**src/rtl/song_sequencer_if.sv**
```systemverilog
// Control, song-ROM and note-output bundle of the song sequencer.
// The slave modport is the sequencer side. The master modport is the controller/ROM side.
interface song_sequencer_if;
  logic        start_in;
  logic        pause_in;
  logic        stop_in;
  logic [1:0]  song_sel_in;
  logic [7:0]  rom_addr_out;
  logic [11:0] rom_data_in;
  logic [6:0]  note_out;
  logic        note_valid_out;
  logic        note_strobe_out;
  logic [5:0]  note_idx_out;
  logic        busy_out;
  logic        done_out;
  logic [2:0]  state_out;

  modport slave (
    input  start_in, pause_in, stop_in, song_sel_in, rom_data_in,
    output rom_addr_out, note_out, note_valid_out, note_strobe_out,
           note_idx_out, busy_out, done_out, state_out
  );

  modport master (
    output start_in, pause_in, stop_in, song_sel_in, rom_data_in,
    input  rom_addr_out, note_out, note_valid_out, note_strobe_out,
           note_idx_out, busy_out, done_out, state_out
  );
endinterface

```
**src/rtl/song_sequencer.sv**
```systemverilog
// Plays a song from a synchronous ROM, one {note, beats} entry after another.
// Each note lasts beats*TICKS_PER_BEAT cycles. Start, pause and stop come in as single-cycle pulses.
module song_sequencer #(
  parameter int unsigned TICKS_PER_BEAT = 25_000_000
) (
  input  logic            clk_in,
  input  logic            rst_in,
  song_sequencer_if.slave bus
);

  localparam int unsigned TICK_W = 25;
  localparam int unsigned IDX_W  = 6;
  localparam int unsigned BEAT_W = 5;
  localparam int unsigned NOTE_W = 7;
  localparam int unsigned SONG_W = 2;

  localparam logic [TICK_W-1:0] TICK_LAST = TICK_W'(TICKS_PER_BEAT - 1);
  localparam logic [IDX_W-1:0]  IDX_LAST  = '1;

  typedef enum logic [2:0] {
    ST_IDLE   = 3'd0,
    ST_FETCH  = 3'd1,
    ST_LOAD   = 3'd2,
    ST_PLAY   = 3'd3,
    ST_PAUSED = 3'd4,
    ST_DONE   = 3'd5
  } state_t;

  state_t              state, state_nx;
  logic [SONG_W-1:0]   song_reg, song_nx;
  logic [IDX_W-1:0]    idx, idx_nx;
  logic [TICK_W-1:0]   tick, tick_nx;
  logic [BEAT_W-1:0]   beat, beat_nx;
  logic [NOTE_W-1:0]   note_q, note_nx;
  logic                valid_q, valid_nx;
  logic                strobe_q, strobe_nx;
  logic                done_q, done_nx;
  logic                busy_q, busy_nx;
  logic                adv;

  logic [NOTE_W-1:0]   rom_note;
  logic [BEAT_W-1:0]   rom_beats;

  assign rom_note  = bus.rom_data_in[11:5];
  assign rom_beats = bus.rom_data_in[4:0];

  // Next-state and datapath logic.
  // Stop wins over pause, and pause wins over the tick advance.
  always_comb begin
    state_nx  = state;
    song_nx   = song_reg;
    idx_nx    = idx;
    tick_nx   = tick;
    beat_nx   = beat;
    note_nx   = note_q;
    valid_nx  = valid_q;
    adv       = 1'b0;

    if (state != ST_IDLE && bus.stop_in) begin
      state_nx = ST_IDLE;
      valid_nx = 1'b0;
    end else begin
      unique case (state)
        ST_IDLE: begin
          if (bus.start_in) begin
            song_nx  = bus.song_sel_in;
            idx_nx   = '0;
            state_nx = ST_FETCH;
          end
        end
        ST_FETCH: state_nx = ST_LOAD;
        ST_LOAD: begin
          if (rom_beats == '0) begin
            state_nx = ST_DONE;
            valid_nx = 1'b0;
          end else begin
            note_nx  = rom_note;
            beat_nx  = rom_beats;
            tick_nx  = '0;
            valid_nx = 1'b1;
            state_nx = ST_PLAY;
          end
        end
        ST_PLAY: begin
          if (bus.pause_in) begin
            state_nx = ST_PAUSED;
            valid_nx = 1'b0;
          end else begin
            adv = 1'b1;
          end
        end
        // The resume cycle counts as a tick. This makes up for the pause-press cycle, which did not advance.
        ST_PAUSED: begin
          if (bus.pause_in) begin
            state_nx = ST_PLAY;
            valid_nx = 1'b1;
            adv      = 1'b1;
          end
        end
        ST_DONE: begin
          state_nx = ST_IDLE;
          valid_nx = 1'b0;
        end
        default: state_nx = ST_IDLE;
      endcase
    end

    if (adv) begin
      if (tick == TICK_LAST) begin
        tick_nx = '0;
        beat_nx = beat - BEAT_W'(1);
        if (beat == BEAT_W'(1)) begin
          if (idx == IDX_LAST) begin
            state_nx = ST_DONE;
            valid_nx = 1'b0;
          end else begin
            idx_nx   = idx + IDX_W'(1);
            state_nx = ST_FETCH;
          end
        end
      end else begin
        tick_nx = tick + TICK_W'(1);
      end
    end
  end

  assign strobe_nx = (state == ST_LOAD) && (state_nx == ST_PLAY);
  assign done_nx   = (state_nx == ST_DONE);
  assign busy_nx   = (state_nx != ST_IDLE);

  // State register.
  always_ff @(posedge clk_in or posedge rst_in) begin
    if (rst_in) begin
      state <= ST_IDLE;
    end else begin
      state <= state_nx;
    end
  end

  // Datapath and output registers.
  always_ff @(posedge clk_in or posedge rst_in) begin
    if (rst_in) begin
      song_reg <= '0;
      idx      <= '0;
      tick     <= '0;
      beat     <= '0;
      note_q   <= '0;
      valid_q  <= 1'b0;
      strobe_q <= 1'b0;
      done_q   <= 1'b0;
      busy_q   <= 1'b0;
    end else begin
      song_reg <= song_nx;
      idx      <= idx_nx;
      tick     <= tick_nx;
      beat     <= beat_nx;
      note_q   <= note_nx;
      valid_q  <= valid_nx;
      strobe_q <= strobe_nx;
      done_q   <= done_nx;
      busy_q   <= busy_nx;
    end
  end

  assign bus.rom_addr_out    = {song_reg, idx};
  assign bus.note_out        = note_q;
  assign bus.note_valid_out  = valid_q;
  assign bus.note_strobe_out = strobe_q;
  assign bus.note_idx_out    = idx;
  assign bus.busy_out        = busy_q;
  assign bus.done_out        = done_q;
  assign bus.state_out       = state;

endmodule

```
**src/flat_wrapper.sv**
```systemverilog
// flat-port wrapper written by rule: the top's interface ports become plain ports
module song_sequencer_flat 
#(
  parameter int unsigned TICKS_PER_BEAT = 25_000_000
)
  (clk_in, rst_in, bus_start_in, bus_pause_in, bus_stop_in, bus_song_sel_in, bus_rom_data_in, bus_rom_addr_out, bus_note_out, bus_note_valid_out, bus_note_strobe_out, bus_note_idx_out, bus_busy_out, bus_done_out, bus_state_out);
  song_sequencer_if bus_i ();
  input  logic clk_in;
  input  logic rst_in;
  input wire logic [$bits(bus_i.start_in)-1:0] bus_start_in;
  input wire logic [$bits(bus_i.pause_in)-1:0] bus_pause_in;
  input wire logic [$bits(bus_i.stop_in)-1:0] bus_stop_in;
  input wire logic [$bits(bus_i.song_sel_in)-1:0] bus_song_sel_in;
  input wire logic [$bits(bus_i.rom_data_in)-1:0] bus_rom_data_in;
  output wire logic [$bits(bus_i.rom_addr_out)-1:0] bus_rom_addr_out;
  output wire logic [$bits(bus_i.note_out)-1:0] bus_note_out;
  output wire logic [$bits(bus_i.note_valid_out)-1:0] bus_note_valid_out;
  output wire logic [$bits(bus_i.note_strobe_out)-1:0] bus_note_strobe_out;
  output wire logic [$bits(bus_i.note_idx_out)-1:0] bus_note_idx_out;
  output wire logic [$bits(bus_i.busy_out)-1:0] bus_busy_out;
  output wire logic [$bits(bus_i.done_out)-1:0] bus_done_out;
  output wire logic [$bits(bus_i.state_out)-1:0] bus_state_out;
  assign bus_i.start_in = bus_start_in;
  assign bus_i.pause_in = bus_pause_in;
  assign bus_i.stop_in = bus_stop_in;
  assign bus_i.song_sel_in = bus_song_sel_in;
  assign bus_i.rom_data_in = bus_rom_data_in;
  assign bus_rom_addr_out = bus_i.rom_addr_out;
  assign bus_note_out = bus_i.note_out;
  assign bus_note_valid_out = bus_i.note_valid_out;
  assign bus_note_strobe_out = bus_i.note_strobe_out;
  assign bus_note_idx_out = bus_i.note_idx_out;
  assign bus_busy_out = bus_i.busy_out;
  assign bus_done_out = bus_i.done_out;
  assign bus_state_out = bus_i.state_out;
  song_sequencer #(.TICKS_PER_BEAT(TICKS_PER_BEAT)) u_core (.clk_in(clk_in), .rst_in(rst_in), .bus(bus_i));
endmodule
```
**config.mk**
```make
export PLATFORM = sky130hd
export DESIGN_NAME = song_sequencer_flat
export DESIGN_NICKNAME = d
export VERILOG_FILES = /design/src/rtl/song_sequencer_if.sv /design/src/rtl/song_sequencer.sv /design/src/flat_wrapper.sv
export SDC_FILE = /design/constraint.sdc
export NUM_CORES = 1
export LEC_CHECK = 0
export BUFFER_PORTS_ARGS = -buffer_cell sky130_fd_sc_hd__buf_4
export CAP_MARGIN = 10
export CORE_AREA = 10 10 88 90
export DETAILED_ROUTE_END_ITERATION = 8
export DIE_AREA = 0 0 98 100
export PLACE_DENSITY = 0.75
export SLEW_MARGIN = 10
export SYNTH_ARGS = -nofsm -noshare
export SYNTH_HDL_FRONTEND = slang
export SYNTH_SLANG_ARGS = --single-unit
```
**constraint.sdc**
```tcl
create_clock -name clk_in -period 2.06 [get_ports clk_in]
set_input_delay 0.206 -clock clk_in [delete_from_list [all_inputs] [get_ports clk_in]]
set_output_delay 0.206 -clock clk_in [all_outputs]
set_load 0.005 [all_outputs]
```
==> metrics.log <==
[metrics] floorplan die area: 9800 um2
[metrics] Root Buffer Master: clkbuf_8
[metrics] Worst-Margin Slew: about 0.67 ns
[metrics] total clock buffers created by CTS: 5
[metrics] Post-synth top flop: dfrtp_1
[metrics] via-per-instance ratio: approximately 5.9
[metrics] insertion delay to the later sink of the worst-skew pair: 0.31 ns
[metrics] number of hold violations in the final report: 0
[metrics] EDFF count, synth: 0
[metrics] Mean Syn Cell Area: 9.56 um2
[metrics] wire length per cell: 15.7 um
[metrics] die width: 98 um
[metrics] fraction of synthesized area in multiplexers: under 10%
[metrics] final layout net count: around 390
[metrics] largest fanout of any net on the critical path: 24
[metrics] Filler Cells Inserted: 520
[metrics] Static Leakage: ~1.6 nW
[metrics] power density cells: between 900 and 1000 nW/um2
[metrics] max-cap violation count: 0
[metrics] TritonCTS clock tree: built
[metrics] post-synthesis cell type with the largest combined area: dfrtp_1
[metrics] worst path buffer plus inverter count: 1
[metrics] number of endpoints failing setup at the final stage: 0
[metrics] Mapped Nets: around 340
[metrics] fraction of layout cells with a size suffix above 1: 27.4%
[metrics] family with the most delay on the worst path: simple AND/OR/NAND/NOR gates
[metrics] antenna viol nets, final: 0
[metrics] maximum number of pins on one net before global-route repair: 31
[metrics] share of the synthesized area in the top cell type: between 40% and 50%
[metrics] htree depth: 2
[metrics] number of register bits inferred by synthesis: 52
[metrics] gr usage total: between 10% and 20%
[metrics] total area of multi-input combinational cells: 1520 um2
[metrics] most instantiated library cell after synthesis: dfrtp_1
[metrics] Setup CP Type: reg -> reg
[metrics] fin crit period: between 1.5 and 2 ns
[metrics] kind of end point of the critical path: flip-flop
[metrics] most flop-heavy register: u_core.tick
[metrics] Hold Path Class: in -> reg
[metrics] largest buffer count on any clock path: 2
[metrics] first-pass GRT wire length: ~12 mm
[metrics] initial core utilization: about half
[metrics] worst slack at placement: -0.0645 ns
[metrics] cell with the largest stage delay on the worst path: or4b_4
[metrics] worst slack on hold paths: about 0.12 ns
[metrics] number of global-route vias before repair: ~2500
[metrics] number of flip-flops in the largest register: 25
[metrics] leading post-synthesis cells by cell area: dfrtp_1 43%, nand2_1 3.7%, a31oi_1 3.5%
[metrics] type of element launching the critical path: flip-flop
[metrics] unrepaired setup endpoints after global routing: yes
[metrics] count of antenna diodes in the layout: 0
[metrics] final slew viol count: 0
[metrics] run status: finished clean
[metrics] Synth Area in XOR/XNOR: less than 1%
[metrics] area used by sequential logic in the layout: 1300 um2
[metrics] dpl cell area: roughly 3500 um2
[metrics] area growth from synthesis to layout: 20.3%
[metrics] Adder-Cell Fraction of Synth Area: between 1.5 and 2%
[metrics] fraction of the mapped netlist area in simple logic gates: a little under a quarter
[metrics] Residual DRC: 0
[metrics] Slew headroom: ~55%
[metrics] antenna violations before repair: 0
[metrics] total vias in the final route: 2629
[metrics] detailed-routing iteration count for the pre-antenna-repair pass: 4
[metrics] number of distinct standard cells referenced by the synthesized netlist: 60
[metrics] highest clock frequency the design can meet: 511 MHz
[metrics] Max Clock Skew: ~0.0070 ns
[metrics] final worst slack: around 0.10 ns
[metrics] peak ir drop on the vdd network: ~0.00056 V
[metrics] Chip Height: ~100 um
[metrics] arrival time reported for the critical path endpoint: about 2.2 ns
[metrics] proportion of register bits with asynchronous set or reset after synthesis: between 90% and 100%
[metrics] 1st-iter DRT viols: between 100 and 150
[metrics] Critical Path Max Stage Delay: 0.55 ns
[metrics] total wirelength of the detailed-routed design: between 7 and 8 mm
[metrics] setup total negative slack: 0 ns
[metrics] cell count after synthesis: 315
[metrics] post-synth design cell area: about 3000 um2
[metrics] fraction of the cycle the final worst path needs: approximately 95%
[metrics] routability congestion estimate: between 0.8 and 0.9
[metrics] Port-buffer cells: between 40 and 50
[metrics] worst path cell trace: or4b_4, nor4_4, a21boi_2, buf_12, a21o_1, a22o_1
[metrics] clock-pin slew of the registers on the worst-case setup and hold paths: around 0.10 ns
[metrics] TritonCTS Sinks: 52
[metrics] most instantiated cells after synthesis: 52 x dfrtp_1, 30 x nand2_1, 20 x a21oi_1
[metrics] half-perimeter wire length after placement: about 5.3 mm
[metrics] area of the placeable core: between 6000 and 7000 um2
[metrics] Top-Level Pins: 47
[metrics] portion of the post-synthesis area used by sequential elements: a little over two fifths
[metrics] compound-cell area share of the yosys netlist: between 20% and 30%
[metrics] Warnings, synthesis: 0
[metrics] number of cell rows: 29
[metrics] main combinational cell family by area after synthesis: simple AND/OR/NAND/NOR gates
[metrics] total congestion overflow after global routing: 0
[metrics] area of all placed cells without fillers: 3620 um2
[metrics] required time of the critical path: roughly 2.3 ns
-- power breakdown --
part           internal (mW)  total, mW  switching, mW
logic                  0.673       1.34          0.670
clock network          0.248      0.608          0.360
registers               1.22       1.39          0.166
-- logic make-up (layout without fill, tap and decap cells) --
group / count (synthesis) / in the layout
muxes: 13 / 13
DFF: 52 / 52
buffers and inverters: 34 / 91
xor gates and xnor gates: 3 / 3
and+or+nand+nor: 120 / 120
adders and majority gates: 4 / 4
AOI/OAI and AO/OA: 89 / 89
-- through the flow --
step | total power, mW | utilization (%) | cells
3_5_place_dp | 2.75 | 57.1 | 439
5_1_grt | 3.59 | 59.1 | 449
6_report | 3.34 | 59.1 | 449
2_1_floorplan | 2.20 | - | 315
4_1_cts | 3.36 | 58.8 | 448
3_3_place_gp | 2.71 | 57.1 | 439
-- worst paths after layout --
kind                                         start                 end  slack [ns]  depth (start not counted)
worst max-delay path                u_core.tick[8]     u_core.tick[13]        0.10                          6
worst max register to register      u_core.tick[8]     u_core.tick[13]        0.10                          6
worst min register to register     u_core.tick[24]     u_core.tick[24]        0.52                          1
min in group asynchronous                   rst_in     u_core.tick[23]        0.48                          3
worst min-delay path            bus_song_sel_in[1]  u_core.song_reg[1]        0.12                          2
max in group asynchronous                   rst_in      u_core.beat[3]        1.04                          4
-- cell type report --
type | instances | share of cell area (%)
Multi-Input combinational cell | 229 | 42.1
Sequential cell | 52 | 35.9
Timing Repair Buffer | 71 | 15.5
Tap cell | 77 | 2.66
Clock buffer | 5 | 1.90
Inverter | 12 | 1.24
Clock inverter | 3 | 0.725
-- timing repair --
| action | in CTS | in global routing |
|---|---|---|
| hold buffers | 1 | 0 |
| pin swaps | 0 | 1 |
| hold endpoints to repair | 22 | 0 |
| gates resized for setup | 1 | 2 |
| endpoints found under the setup margin | 6 | 10 |
| buffers inserted | 0 | 1 |
-- routing by layer --
| layer | wire length, um | global-route usage [%] | vias up |
|---|---|---|---|
| li1 | - | - | 1294 |
| met1 | 3180 | 17.3 | 1256 |
| met2 | 3400 | 24.3 | 75 |
| met3 | 394 | 3.09 | 4 |
| met4 | 69 | 4.36 | 0 |
| met5 | 0 | 0 | - |
-- cell usage in the layout, fill, tap and decap left out, drive strengths merged, types with 3 or more instances in the layout --
| cell type | instances |
|---|---|
| inv | 13 |
| nor3 | 5 |
| nor4 | 4 |
| nand2b | 10 |
| clkbuf | 5 |
| a41oi | 3 |
| or3 | 4 |
| a21oi | 20 |
| a211oi | 4 |
| o21ai | 13 |
| and4 | 4 |
| and3 | 7 |
| a22o | 4 |
| nand3 | 19 |
| nand2 | 30 |
| nand4 | 9 |
| nor2 | 16 |
| mux2 | 9 |
| a31oi | 17 |
| ha | 4 |
| a221oi | 3 |
| xor2 | 3 |
| a21o | 3 |
| mux2i | 4 |
| o311ai | 5 |
| buf | 70 |
| dfrtp | 52 |
No activity file was read; power rests on OpenSTA's default activity.
